$ cat src/rtl/ecc_sed_encoder_pipe.sv
// rtl/ecc_sed_encoder_pipe.sv - pipelined interleaved-parity SED encoder with 2-entry skid buffer
// Optional error injection port set enabled by macro ECC_SED_ERR_INJ_EN.
module ecc_sed_encoder_pipe #(
    parameter int DATA_WIDTH  = 12,
    parameter int NUM_GROUPS  = 1,
    parameter int COUNT_WIDTH = 16
) (
    input  logic                             clk,
    input  logic                             rst,
    input  logic                             data_valid,
    output logic                             data_ready,
    input  logic [DATA_WIDTH-1:0]            data,
    input  logic                             parity_odd,
    output logic                             enc_valid,
    input  logic                             enc_ready,
    output logic [DATA_WIDTH+NUM_GROUPS-1:0] enc_codeword,
    output logic [COUNT_WIDTH-1:0]           enc_count
`ifdef ECC_SED_ERR_INJ_EN
    ,
    input  logic                             err_inject,
    output logic [COUNT_WIDTH-1:0]           inj_count
`endif
);

    localparam int CW_W = DATA_WIDTH + NUM_GROUPS;

    typedef enum logic [1:0] {
        ST_EMPTY = 2'd0,
        ST_ONE   = 2'd1,
        ST_TWO   = 2'd2
    } state_t;

    state_t                 state_q, state_d;
    logic [CW_W-1:0]        out_q, out_d;
    logic [CW_W-1:0]        skid_q, skid_d;
    logic                   ready_q, ready_d;
    logic [COUNT_WIDTH-1:0] count_q, count_d;
    logic [CW_W-1:0]        cw_in;
    logic                   accept;
    logic                   xfer;

    function automatic logic [NUM_GROUPS-1:0] calc_parity(
        input logic [DATA_WIDTH-1:0] d,
        input logic                  odd
    );
        logic [NUM_GROUPS-1:0] p;
        p = {NUM_GROUPS{odd}};
        for (int g = 0; g < NUM_GROUPS; g++) begin
            for (int i = 0; i < DATA_WIDTH; i++) begin
                if ((i % NUM_GROUPS) == g) begin
                    p[g] = p[g] ^ d[i];
                end
            end
        end
        return p;
    endfunction

`ifdef ECC_SED_ERR_INJ_EN
    logic [COUNT_WIDTH-1:0] inj_q, inj_d;

    // Injection flips the lowest parity bit so a downstream checker sees a single-bit error.
    always_comb begin
        cw_in = {calc_parity(data, parity_odd), data};
        cw_in[DATA_WIDTH] = cw_in[DATA_WIDTH] ^ err_inject;
        inj_d = inj_q;
        if (accept && err_inject && (inj_q != {COUNT_WIDTH{1'b1}})) begin
            inj_d = inj_q + 1'b1;
        end
    end

    always_ff @(posedge clk) begin
        if (rst) begin
            inj_q <= '0;
        end else begin
            inj_q <= inj_d;
        end
    end

    assign inj_count = inj_q;
`else
    assign cw_in = {calc_parity(data, parity_odd), data};
`endif

    assign accept = data_valid & ready_q;
    assign xfer   = (state_q != ST_EMPTY) & enc_ready;

    always_comb begin
        state_d = state_q;
        out_d   = out_q;
        skid_d  = skid_q;
        count_d = count_q;
        case (state_q)
            ST_EMPTY: begin
                if (accept) begin
                    state_d = ST_ONE;
                    out_d   = cw_in;
                end
            end
            ST_ONE: begin
                if (accept && xfer) begin
                    out_d = cw_in;
                end else if (accept) begin
                    state_d = ST_TWO;
                    skid_d  = cw_in;
                end else if (xfer) begin
                    state_d = ST_EMPTY;
                end
            end
            ST_TWO: begin
                if (xfer) begin
                    state_d = ST_ONE;
                    out_d   = skid_q;
                end
            end
            default: state_d = ST_EMPTY;
        endcase
        ready_d = (state_d != ST_TWO);
        if (xfer && (count_q != {COUNT_WIDTH{1'b1}})) begin
            count_d = count_q + 1'b1;
        end
    end

    always_ff @(posedge clk) begin
        if (rst) begin
            state_q <= ST_EMPTY;
            out_q   <= '0;
            skid_q  <= '0;
            ready_q <= 1'b1;
            count_q <= '0;
        end else begin
            state_q <= state_d;
            out_q   <= out_d;
            skid_q  <= skid_d;
            ready_q <= ready_d;
            count_q <= count_d;
        end
    end

    assign data_ready   = ready_q;
    assign enc_valid    = (state_q != ST_EMPTY);
    assign enc_codeword = out_q;
    assign enc_count    = count_q;

endmodule

$ cat config.mk
export PLATFORM = sky130hd
export DESIGN_NAME = ecc_sed_encoder_pipe
export DESIGN_NICKNAME = d
export VERILOG_FILES = /design/src/rtl/ecc_sed_encoder_pipe.sv
export SDC_FILE = /design/constraint.sdc
export NUM_CORES = 1
export LEC_CHECK = 0
export CAP_MARGIN = 20
export CORE_UTILIZATION = 44
export CTS_CLUSTER_SIZE = 40
export DETAILED_ROUTE_END_ITERATION = 7
export MAX_ROUTING_LAYER = met4
export PLACE_DENSITY = 0.74
export SETUP_SLACK_MARGIN = 0.1
export SLEW_MARGIN = 10
export SYNTH_ARGS = -nofsm -noshare
export SYNTH_HDL_FRONTEND = slang
export SYNTH_SLANG_ARGS = --single-unit
$ cat constraint.sdc
create_clock -name clk -period 2.9 [get_ports clk]
set_clock_uncertainty 0.05 [all_clocks]
set_input_delay 0.725 -clock clk [delete_from_list [all_inputs] [get_ports clk]]
set_output_delay 0.725 -clock clk [all_outputs]
set_load 0.02 [all_outputs]
==> results by group <==
Status
  • Status: complete, no violations

Route
  • Drt drc: 0
  • Final WL: between 4000 and 5000 um
  • First-pass DRT Iterations: 4
  • DRT iter0 DRCs: 117
  • Vias per inst: between 5 and 6
  • Routed via count: 1,943
  • Final ANT Viol Nets: 0
  • DR WL/cell: 13.6 um

Die
  • Top Ports: 48
  • Die Wd: between 70 and 80 um
  • Core region area: 4500 um^2
  • Die span in y: 71.7 um
  • Row Count: 24
  • Initial core utilization: 47.4%
  • DIE AREA: roughly 5100 um^2

Global route
  • Global-route wire length before repair: 7900 um
  • Initial antenna violation count: 0
  • Largest net degree at the start of global routing: 26
  • Total track usage: around 20%
  • Total global routing overflow: 0
  • Vias in the first global route: ~1,700

Worst setup path
  • Crit Path Max Fanout: 8
  • Max stage delay on crit path: between 0.5 and 0.6 ns
  • Startpoint Class: register
  • Critical path data arrival time: 1.54 ns
  • CP max-delay cell: clkdlybuf4s50_1
  • CP cell instances: or2_2 -> clkdlybuf4s50_1
  • Worst EP required: 2.12 ns
  • Crit path launch: state_q[1]
  • Reg2reg end: enc_count[10]
  • Worst Setup EP: enc_valid
  • Cells on worst reg2reg path: 5
  • RR Startpoint: enc_count[0]
  • Worst Setup End Kind: primary output
  • FF-to-FF setup slack: 0.85 ns
  • Worst Setup Path Type: reg -> out

Synthesis
  • Seq cells post-synth: 45
  • Ys async rst share: 0%
  • Yosys top cell by area: dfxtp_1
  • Area share of the largest cell type after synthesis: 42.2%
  • Ys flop type: dfxtp_1
  • EDFF count, synth: 0
  • Syn Nets: between 200 and 300
  • Cells after Synth: about 250
  • Mapped Area: 2140 um^2
  • Unique masters post-synth: 38
  • Post-synthesis sequential area ratio: 42.2%
  • Synthesis Warnings: 0
  • Post-synthesis average cell area: between 8 and 9 um^2
  • Top cells by area, synth: dfxtp_1, a21oi_1, mux2i_1

Timing
  • Final setup viols: 0
  • Tmin final: around 2.3 ns
  • Hold_ws: about 0.41 ns
  • Max Fclk: 432 MHz
  • Final period utilization: roughly four fifths
  • Actual slew at the worst max-slew pin: 0.849 ns
  • Setup TNS: 0 ns
  • Rel. slew slack: between 40% and 50%
  • RSZ-0062 raised after global routing: false
  • Max-slew violation count: 0
  • Final hold violations: 0

Finish
  • Ant diodes: 0
  • P&R area growth vs syn: 28.4%
  • Share of post-route cells with drive strength above 1: 6.85%
  • Final Instance Area: 2740 um^2
  • Final nets: 309
  • Fillcell total: 420

Clock network
  • Hold buffers post-CTS: 0
  • CTS tree: built
  • Worst skew pair latency: 0.29 ns
  • Post-cts sizing count: 0
  • Root buffer cell: clkbuf_8
  • H-Tree Depth: 2
  • TritonCTS Sinks: 45
  • Clk buf depth: 2
  • Post-CTS setup buffers: 0
  • CTS buffer count: 5
  • CTS clk-pin slew, worst paths: 0.09 ns

Run
  • Max-cap violations: 0

Power and ir drop
  • Worst VDD drop: roughly 0.33 mV
  • Power per cell area: 468 nW/um^2
  • Leakage: 0.992 nW

Place
  • Port bufs: 47
  • Instance area at placement: ~2700 um^2
  • Final Wtd Congestion: 0.809
  • Post-DP HPWL: 3250 um

Worst hold path
  • Hold WC Path Type: reg -> reg
==> sequential cells by signal, indices dropped and copies added (netlist names) <==
name,cells
enc_codeword,13
state_q,2
data_ready,1
skid_q,13
enc_count,16
==> stage by stage <==
stage	power, mW	setup slack, ns	util (%)	std cells
after floorplan	0.818	0.868	-	245
after global placement	0.915	0.336	59.1	336
after detailed placement	0.918	0.287	59.1	336
after CTS	1.30	0.570	60.9	344
after global routing	1.34	0.464	60.9	344
final	1.28	0.585	60.9	344
==> power breakdown <==
group          total, mW  switching (mW)  internal [mW]
registers          0.664          0.0175          0.646
clock network      0.380           0.210          0.171
logic              0.238           0.116          0.122
==> worst min path at each step <==
stage                          from         to  slack, ns  cells past startpoint
after floorplan           skid_q[0]  skid_q[0]       0.39                      2
after global placement    skid_q[9]  skid_q[9]       0.39                      2
after detailed placement  skid_q[0]  skid_q[0]       0.40                      2
after CTS                 skid_q[0]  skid_q[0]       0.41                      2
after global routing      skid_q[8]  skid_q[8]       0.43                      2
final                     skid_q[0]  skid_q[0]       0.41                      2
==> routing by layer <==
| layer | global-route usage, % | share of wire [%] | wire (um) |
|---|---|---|---|
| met2 | 32.3 | 49 | 2290 |
| met4 | 4.58 | 0.98 | 46 |
| met5 | - | 0 | 0 |
| met3 | 4.92 | 4.0 | 186 |
| met1 | 25.5 | 46 | 2170 |
==> cells in the mapped netlist (7+ instances only) <==
cell and instances:
a211oi_1 12, a21oi_1 29, clkbuf_1 12, dfxtp_1 45
inv_1 7, mux2i_1 14, nand2_1 31, nor2_1 16
o31ai_1 11, or4_1 11
==> cell type report <==
cell class	instances	area [um^2]	share of cell area, %
timing repair buffer	54	523	19.1
tap	52	65.1	2.37
clock buffer	7	76.3	2.78
sequential	45	901	32.8
inverter	7	26.3	0.958
multi-input combinational	178	1140	41.7
clock inverter	1	7.51	0.274
==> layout by cell type, fill, tap and decap left out, types with 5 or more instances in the layout <==
master           netlist  layout
mux2i_1               14      14
buf_4                  0       7
clkdlybuf4s50_1        0      47
xnor2_1                6       6
a21oi_1               29      29
or4_1                 11      11
inv_1                  7       7
nand3_1                6       6
o31ai_1               11      11
nand2_1               31      31
dfxtp_1               45      45
nor2_1                16      16
clkbuf_8               0       5
or3_1                  6       6
a211oi_1              12      12
==> kinds of logic (layout without fill, tap and decap cells) <==
kind of cell	after synthesis	count (layout)	share of synthesized area [%]
compound gates	62	62	18.2
xor+xnor	9	9	5.62
fa+ha+maj	1	1	0.585
buf+inv	22	69	4.27
flops	45	45	42.2
mux	14	14	6.56
simple gates	92	92	22.7
==> worst max-delay path: cells and delay by family, from the launching register on <==
| kind | cells | cell delay, ns |
|---|---|---|
| buffers and inverters | 1 | 0.55 |
| flip-flops | 1 | 0.38 |
| AND/OR/NAND/NOR | 1 | 0.33 |
Note: power is estimated with default switching activity, not from simulation.
